--- src/rtl/neuron_seq_ctrl.sv ---
// rtl/neuron_seq_ctrl.sv - neuron sequencer: saturating MAC over N beats, ReLU, valid/ready result
module neuron_seq_ctrl #(
    parameter int N_INPUTS = 4,
    parameter int DATA_W   = 8,
    parameter int BIAS_W   = 16,
    parameter int ACC_W    = 17
) (
    input  logic              clk,
    input  logic              rst_n,
    input  logic              in_valid,
    output logic              in_ready,
    input  logic [DATA_W-1:0] in_x,
    input  logic [DATA_W-1:0] in_w,
    input  logic [BIAS_W-1:0] in_bias,
    output logic              out_valid,
    input  logic              out_ready,
    output logic [ACC_W-1:0]  out_data,
    output logic              out_sat,
    output logic              busy
);

    typedef enum logic [1:0] {IDLE, ACC, ACT, OUT} state_t;

    localparam logic [7:0]       LAST_BEAT = 8'(N_INPUTS - 1);
    localparam logic [ACC_W-1:0] ACC_MAX   = {1'b0, {(ACC_W-1){1'b1}}};
    localparam logic [ACC_W-1:0] ACC_MIN   = {1'b1, {(ACC_W-1){1'b0}}};

    state_t                    state;
    state_t                    state_nx;
    logic [ACC_W-1:0]          acc;
    logic [ACC_W-1:0]          res;
    logic [7:0]                cnt;
    logic                      sat;
    logic                      started;
    logic                      accept;
    logic signed [2*DATA_W-1:0] prod;
    logic [ACC_W:0]            prod_ext;
    logic [ACC_W:0]            base_ext;
    logic [ACC_W:0]            sum;
    logic                      ovf;
    logic [ACC_W-1:0]          clamped;

    // One guard bit above the accumulator: overflow shows as the top two sum bits disagreeing.
    assign prod     = $signed(in_x) * $signed(in_w);
    assign prod_ext = {{(ACC_W+1-2*DATA_W){prod[2*DATA_W-1]}}, prod};
    assign base_ext = (state == IDLE) ? {{(ACC_W+1-BIAS_W){in_bias[BIAS_W-1]}}, in_bias}
                                      : {acc[ACC_W-1], acc};
    assign sum      = base_ext + prod_ext;
    assign ovf      = sum[ACC_W] ^ sum[ACC_W-1];
    assign clamped  = ovf ? (sum[ACC_W] ? ACC_MIN : ACC_MAX) : sum[ACC_W-1:0];

    assign accept   = in_valid & in_ready;
    assign busy     = (state != IDLE);

    // Holds in_ready low during reset and until the first edge after release.
    always_ff @(posedge clk or negedge rst_n) begin
        if (!rst_n) started <= 1'b0;
        else        started <= 1'b1;
    end

    // State register.
    always_ff @(posedge clk or negedge rst_n) begin
        if (!rst_n) state <= IDLE;
        else        state <= state_nx;
    end

    // Next-state and beat acceptance; in_ready is a function of state only.
    always_comb begin
        state_nx = state;
        in_ready = 1'b0;
        case (state)
            IDLE: begin
                in_ready = started;
                if (accept) state_nx = (N_INPUTS > 1) ? ACC : ACT;
            end
            ACC: begin
                in_ready = started;
                if (accept && (cnt == LAST_BEAT)) state_nx = ACT;
            end
            ACT: state_nx = OUT;
            OUT: if (out_valid && out_ready) state_nx = IDLE;
            default: state_nx = IDLE;
        endcase
    end

    // Accumulate, activate, then load and hold the registered result until taken.
    always_ff @(posedge clk or negedge rst_n) begin
        if (!rst_n) begin
            acc       <= '0;
            cnt       <= '0;
            res       <= '0;
            sat       <= 1'b0;
            out_valid <= 1'b0;
            out_data  <= '0;
            out_sat   <= 1'b0;
        end else begin
            case (state)
                IDLE: if (accept) begin
                    acc <= clamped;
                    sat <= ovf;
                    cnt <= 8'd1;
                end
                ACC: if (accept) begin
                    acc <= clamped;
                    sat <= sat | ovf;
                    cnt <= cnt + 8'd1;
                end
                ACT: res <= acc[ACC_W-1] ? '0 : acc;
                OUT: begin
                    if (!out_valid) begin
                        out_valid <= 1'b1;
                        out_data  <= res;
                        out_sat   <= sat;
                    end else if (out_ready) begin
                        out_valid <= 1'b0;
                        out_data  <= '0;
                        out_sat   <= 1'b0;
                    end
                end
                default: ;
            endcase
        end
    end

endmodule

--- config.mk ---
export PLATFORM = sky130hd
export DESIGN_NAME = neuron_seq_ctrl
export DESIGN_NICKNAME = d
export VERILOG_FILES = /design/src/rtl/neuron_seq_ctrl.sv
export SDC_FILE = /design/constraint.sdc
export NUM_CORES = 1
export LEC_CHECK = 0
export ABC_AREA = 1
export BUFFER_PORTS_ARGS = -buffer_cell sky130_fd_sc_hd__buf_4
export CORE_ASPECT_RATIO = 1.25
export CORE_UTILIZATION = 50
export CTS_BUF_LIST = sky130_fd_sc_hd__clkbuf_2
export DETAILED_ROUTE_END_ITERATION = 6
export PLACE_DENSITY_LB_ADDON = 0.15
export SLEW_MARGIN = 25
export SYNTH_ARGS = -nofsm -noshare
export SYNTH_HDL_FRONTEND = slang
export SYNTH_SLANG_ARGS = --single-unit
--- constraint.sdc ---
create_clock -name clk -period 7.58 [get_ports clk]
set_input_delay 0 -clock clk [delete_from_list [all_inputs] [get_ports clk]]
set_output_delay 0 -clock clk [all_outputs]
set_load 0.02 [all_outputs]
* Yosys cells after proc, flatten, opt, wreduce, memory -nomap -nowiden *
Index checks and enable logic that the tools add are counted.

storage, ports and cells
  output and inout port bits = 21
  bits in read-only memories = 0
  logic and storage cells = 55
  memories = 0
  bits in writable memories = 0
  bits in registers = 65
  input bits = 36
  bits in latches = 0

operators by class
  multiply operators = 1
  eq/ne operators = 9
  muxes and demuxes = 21
  $add $sub $neg = 2
  reductions and logical operators = 10
  shift operators = 0
  divide/modulo/power cells = 0
  magnitude comparators = 0
  bitwise gates (word level) = 3

operators with widths
  cell                                                    number
  2-to-1 mux 17 bit                                       4
  adder 18 bit                                            1
  2-to-1 mux 18 bit                                       1
  multiplier 8 x 8 -> 16 bit                              1
  2-to-1 mux 16 bit                                       1
  2-to-1 mux 8 bit                                        2
  case mux 8 bit (2 select lines)                         1
  adder 8 x 1 -> 8 bit (second input constant)            1
  equality test 8 x 2 -> 1 bit (second input constant)    1
  inequality test 2 bit (second input constant)           4
  case mux 2 bit (4 select lines)                         1
  2-to-1 mux 1 bit                                        7
  2-to-1 mux 2 bit                                        3
  AND reduction 3 bit                                     2
  equality test 2 bit (second input constant)             2
  AND reduction 2 bit                                     2
  nonzero test 2 bit                                      2
  equality test 2 x 1 -> 1 bit (second input constant)    1
  logical AND 1 bit                                       2
  zero test 2 bit                                         1
  inequality test 2 x 1 -> 1 bit (second input constant)  1
  case mux 1 bit (2 select lines)                         1
  OR reduction 2 bit                                      1
  bitwise AND 1 bit                                       1
  2 further kinds                                         2

* Longest topological paths before layout *
  depth in word-level cells = 7
  gate-level depth with buffers = 34
  depth with buffers taken out = 33

* Least setup slack after synthesis *
OpenSTA, ideal clock, no wires.

  path type = input-to-reg
  start point = input in_x[0]
  end point = register acc[10]
  buffers on the path = 1
  cell stages on the path = 30
  arrival time = 5103 ps
  required time = 7460 ps
  slack = 2357 ps
  cells stage by stage = clkbuf_1 -> or2_2 -> fa_1 -> fa_1 -> inv_1 -> fa_1 -> inv_1 -> fa_1 -> inv_1 -> ha_1 -> inv_1 -> nor4_1 -> nand2_1 -> nand2_1 -> nand2_1 -> o21ai_0 -> xnor2_1 -> ha_1 -> nand2_1 -> inv_1 -> nand2_1 -> nand2_1 -> a21oi_1 -> nand3_1 -> nand2_1 -> nand3_4 -> nand2_2 -> inv_4 -> nand2_1 -> nand2_1

between the ends
  cells in the longest elaborated chain, start to end = 4
  elaborated cells between the ends (all ways) = 5
  classes of those cells = 1 x add/sub; 1 x mul; 2 x mux; 1 x bitwise

ends and longest elaborated chain
  what                                                   RTL line  RTL
  from (decl)                                            12        input logic [DATA_W-1:0] in_x,
  multiplier 8 x 8 -> 16 bit (*)                         44        assign prod = $signed(in_x) * $signed(in_w);
  adder 18 bit (*)                                       48        assign sum = base_ext + prod_ext;
  2-to-1 mux 17 bit / XOR 1 bit (equally long branches)  50, 49
  2-to-1 mux 17 bit (*)                                  50        assign clamped = ovf ? (sum[ACC_W] ? ACC_MIN : ACC_MAX) : sum[ACC_W-1:0];
  to (signal assigned)                                   99        acc <= clamped;
  to (signal assigned)                                   104       acc <= clamped;
  to (decl)                                              30        logic [ACC_W-1:0] acc;

Mark *: on every way between the ends. The rest lies on a longest branch, timed or not.
A chain may end at the register's enable or synchronous reset.

* Final worst setup path *
  start point = input in_w[7]
  end point = register acc[8]

between the ends
  cells in the longest elaborated chain, start to end = 4
  elaborated cells between the ends (all ways) = 5
  classes of those cells = 1 x add/sub; 1 x mul; 2 x mux; 1 x bitwise

ends and longest elaborated chain
  what                                                   RTL line  RTL
  from (decl)                                            13        input logic [DATA_W-1:0] in_w,
  multiplier 8 x 8 -> 16 bit (*)                         44
  adder 18 bit (*)                                       48
  2-to-1 mux 17 bit / XOR 1 bit (equally long branches)  50, 49
  2-to-1 mux 17 bit (*)                                  50

Marks and branches as above.

==> reports/qor.csv <==
stage,metric,value,unit
logic_synthesis,main_area_contributors_after_synthesis,"dfrtp_1 (24%), fa_1 (17%), inv_1 (13%)",
clocking,cts_post_setup_buffers_inserted,0,
sta,timing.final.max_slew_violations,0,
sta,f_max,191.0,MHz
sta,fin_crit,5.236,ns
floorplan,placementRows,46,
clocking,cts_max_level,3,
outcome,status,completed,
floorplan,core_area,12660,um^2
drt,drcViolationCount,0,
sta,clock-skew-final,0.03007,ns
sta,report.final.setup_viol,0,
logic_synthesis,post_synth_num_cell_types,43,
logic_synthesis,synthMostInstantiatedCell,inv_1,
sta,setup_repair_after_global_routing_missed_its_margin,false,
drt,drt_iter0_drc,259,
logic_synthesis,synth_enable_flop_cells,0,
logic_synthesis,syn_inst,860,
critical_path,startpoint_type,input pin,
logic_synthesis,synthTopCellsByCount,"inv_1 (221), nand2_1 (193), dfrtp_1 (63), o21ai_0 (59), fa_1 (56)",
place,dp.final_hpwl,11.71,mm
critical_path,critical-path-top-cell-by-count,nand2_1,
logic_synthesis,synthDominantAreaCellType,dfrtp_1,
grt,antenna_found_initial,1,
critical_path,arrival,5.67,ns
floorplan,top_level_ports,57,
critical_path,cp-end-kind,register,
sta,fraction_of_the_cycle_the_final_worst_path_needs,69.08,%
grt,gr-usage-met3,2.918,%
critical_path,cp.required,8.01,ns
sta,worst_relative_slew_slack,42.88,%
critical_path,crit_path_max_fanout,10,
grt,globalRouteMet2Util,43.29,%
grt,met1_track_demand_over_resource,25.74,%
drt,vias_per_cell,4.913,
sta,accumulated_negative_setup_slack,0,ns
floorplan,start_util,51.34,%
place,globalplace.congestion,0.8711,
run,timing.max_cap.violations,0,
floorplan,chipHeight,129.5,um
grt,global_route.peak_usage_layer,met2,
floorplan,design.die.area,13470,um^2
critical_path,slowest_delay,0.54,ns
clocking,clk_pin_slew_worst_paths,0.14,ns
hold_path,min-delay-path-class,input pin to register,
critical_path,timing_worst_setup_path_type,input pin to register,
logic_synthesis,synth_seq_cells,63,
logic_synthesis,synth_flop_cell,dfrtp_1,
clocking,clock_sinks,63,
logic_synthesis,asyncSetResetFlopFracSynth,100.0,%
clocking,clockBufferDepth,2,
critical_path,critical_path.slowest_cell,fa_1,
drt,dr_wl_cell,12.90,um
sta,final_hold_violation_count,0,
sta,tightest_slew,0.8547,ns
grt,number_of_global_route_vias_before_repair,5314,
cells_and_area,final_layout_size_suffix_gt1_share,12.56,%
drt,postRouteWirelength,13.89,mm
grt,first_pass_grt_wire_length,24.15,mm
logic_synthesis,netlist_area,6501,um^2
place,port_buffers,55,
logic_synthesis,synth_warnings,0,
sta,hold_slack,0.04995,ns
grt,gr-usage-all-layers,22.47,%
cells_and_area,layout_overhead_on_the_synthesized_area,9.931,%
clocking,cts_tree,done,
cells_and_area,final_nets,1046,
drt,routed-via-count,5291,
grt,grt_max_degree,64,
logic_synthesis,ys_seq_area_share,24.25,%
logic_synthesis,mappedNetlistNets,1003,
clocking,cts_bufs_inserted,9,
clocking,cts-root-buf,clkbuf_2,
logic_synthesis,netlist.area_leader.share,24.25,%
drt,drt-pass1-iter-count,5,
cells_and_area,fillers,1239,
floorplan,fp.dieW,104.0,um
drt,final_antenna_net_count,0,
logic_synthesis,avgSynthCellArea,7.560,um^2
clocking,worstSkewPairLatency,0.51,ns
grt,grt_overflow,0,
==> flip-flops by register name (all words and copies together) (netlist names), 2 cells and up <==
| signal | flops |
|---|---|
| acc | 17 |
| cnt | 8 |
| out_data | 16 |
| res | 16 |
| state | 2 |
==> layout by cell type, fill, tap and decap left out, types with 7 or more instances in the layout <==
cell type and count:
buf_4 56, a21oi_2 8, nor2_1 17, nand2_1 193, fa_1 56, xnor2_1 12, inv_2 7, o22ai_1 16
nand2_2 7, xor2_1 17, clkbuf_2 12, dfrtp_1 63, a21oi_1 24, nor3_1 7, nand3_1 34, inv_1 221
o21ai_0 59, ha_1 51
==> layer usage <==
metal / part of all wire [%] / vias to the layer above
li1: - / 2677
met2: 53 / 106
met4: 1.5 / 0
met5: 0 / -
met1: 43 / 2493
met3: 2.8 / 15
==> cell type report <==
| class | instances | area (um^2) | share of cell area, % |
|---|---|---|---|
| Inverter | 231 | 872.1 | 12.20 |
| Timing Repair Buffer | 60 | 460.4 | 6.443 |
| Sequential cell | 63 | 1577 | 22.06 |
| Clock inverter | 4 | 22.52 | 0.3151 |
| Tap cell | 168 | 210.2 | 2.941 |
| Multi-Input combinational cell | 538 | 3943 | 55.16 |
| Clock buffer | 12 | 60.06 | 0.8403 |
| Antenna cell | 1 | 2.502 | 0.03501 |
==> timing repair <==
action / CTS / global route
endpoints found under the hold margin: 78 / 0
hold buffers: 4 / 0
resized for setup: 0 / 0
endpoints found under the setup margin: 0 / 0
==> final timing paths <==
path	start	endpoint	slack [ns]	cells past startpoint
max	in_w[7]	acc[8]	2.34	31
max reg2reg	state[0]	acc[2]	4.28	20
min in group asynchronous	rst_n	out_valid	0.08	2
min reg2reg	acc[1]	acc[1]	0.50	2
max in group asynchronous	rst_n	acc[16]	6.95	2
min	in_x[0]	acc[0]	0.05	6
==> critical path: cells and delay by family <==
| kind | cells | cell delay [ns] |
|---|---|---|
| adder cells (fa/ha/maj) | 6 | 2.76 |
| buffers and inverters | 9 | 0.68 |
| XOR/XNOR | 1 | 0.19 |
| AO/OA/AOI/OAI | 4 | 0.90 |
| AND/OR/NAND/NOR | 11 | 1.12 |
==> stage by stage <==
| stage | cells | cell area, um^2 | utilization, % | setup WS (ns) |
|---|---|---|---|---|
| 6_report | 1077 | 7147 | 56.44 | 2.344 |
| 5_1_grt | 1077 | 7147 | 56.44 | 1.966 |
| 4_1_cts | 1076 | 7144 | 56.42 | 2.413 |
| 3_5_place_dp | 1056 | 7022 | 55.45 | 1.869 |
| 3_3_place_gp | 1056 | 7022 | 55.45 | 1.974 |
| 2_1_floorplan | 860 | 6501 | - | 2.357 |
==> cell families after synthesis <==
group                      after synthesis  share of synthesized area [%]
and+or+nand+nor                        282                          19.19
buffers and inverters                  259                          15.11
AOI/OAI and AO/OA                      118                          10.37
adders and majority gates              107                          27.06
DFF                                     63                          24.25
xor gates and xnor gates                29                          3.907
other                                    2                         0.1155
Power is not shown: default switching activity piles up to over one toggle a cycle in this logic, so the estimate is an artifact.
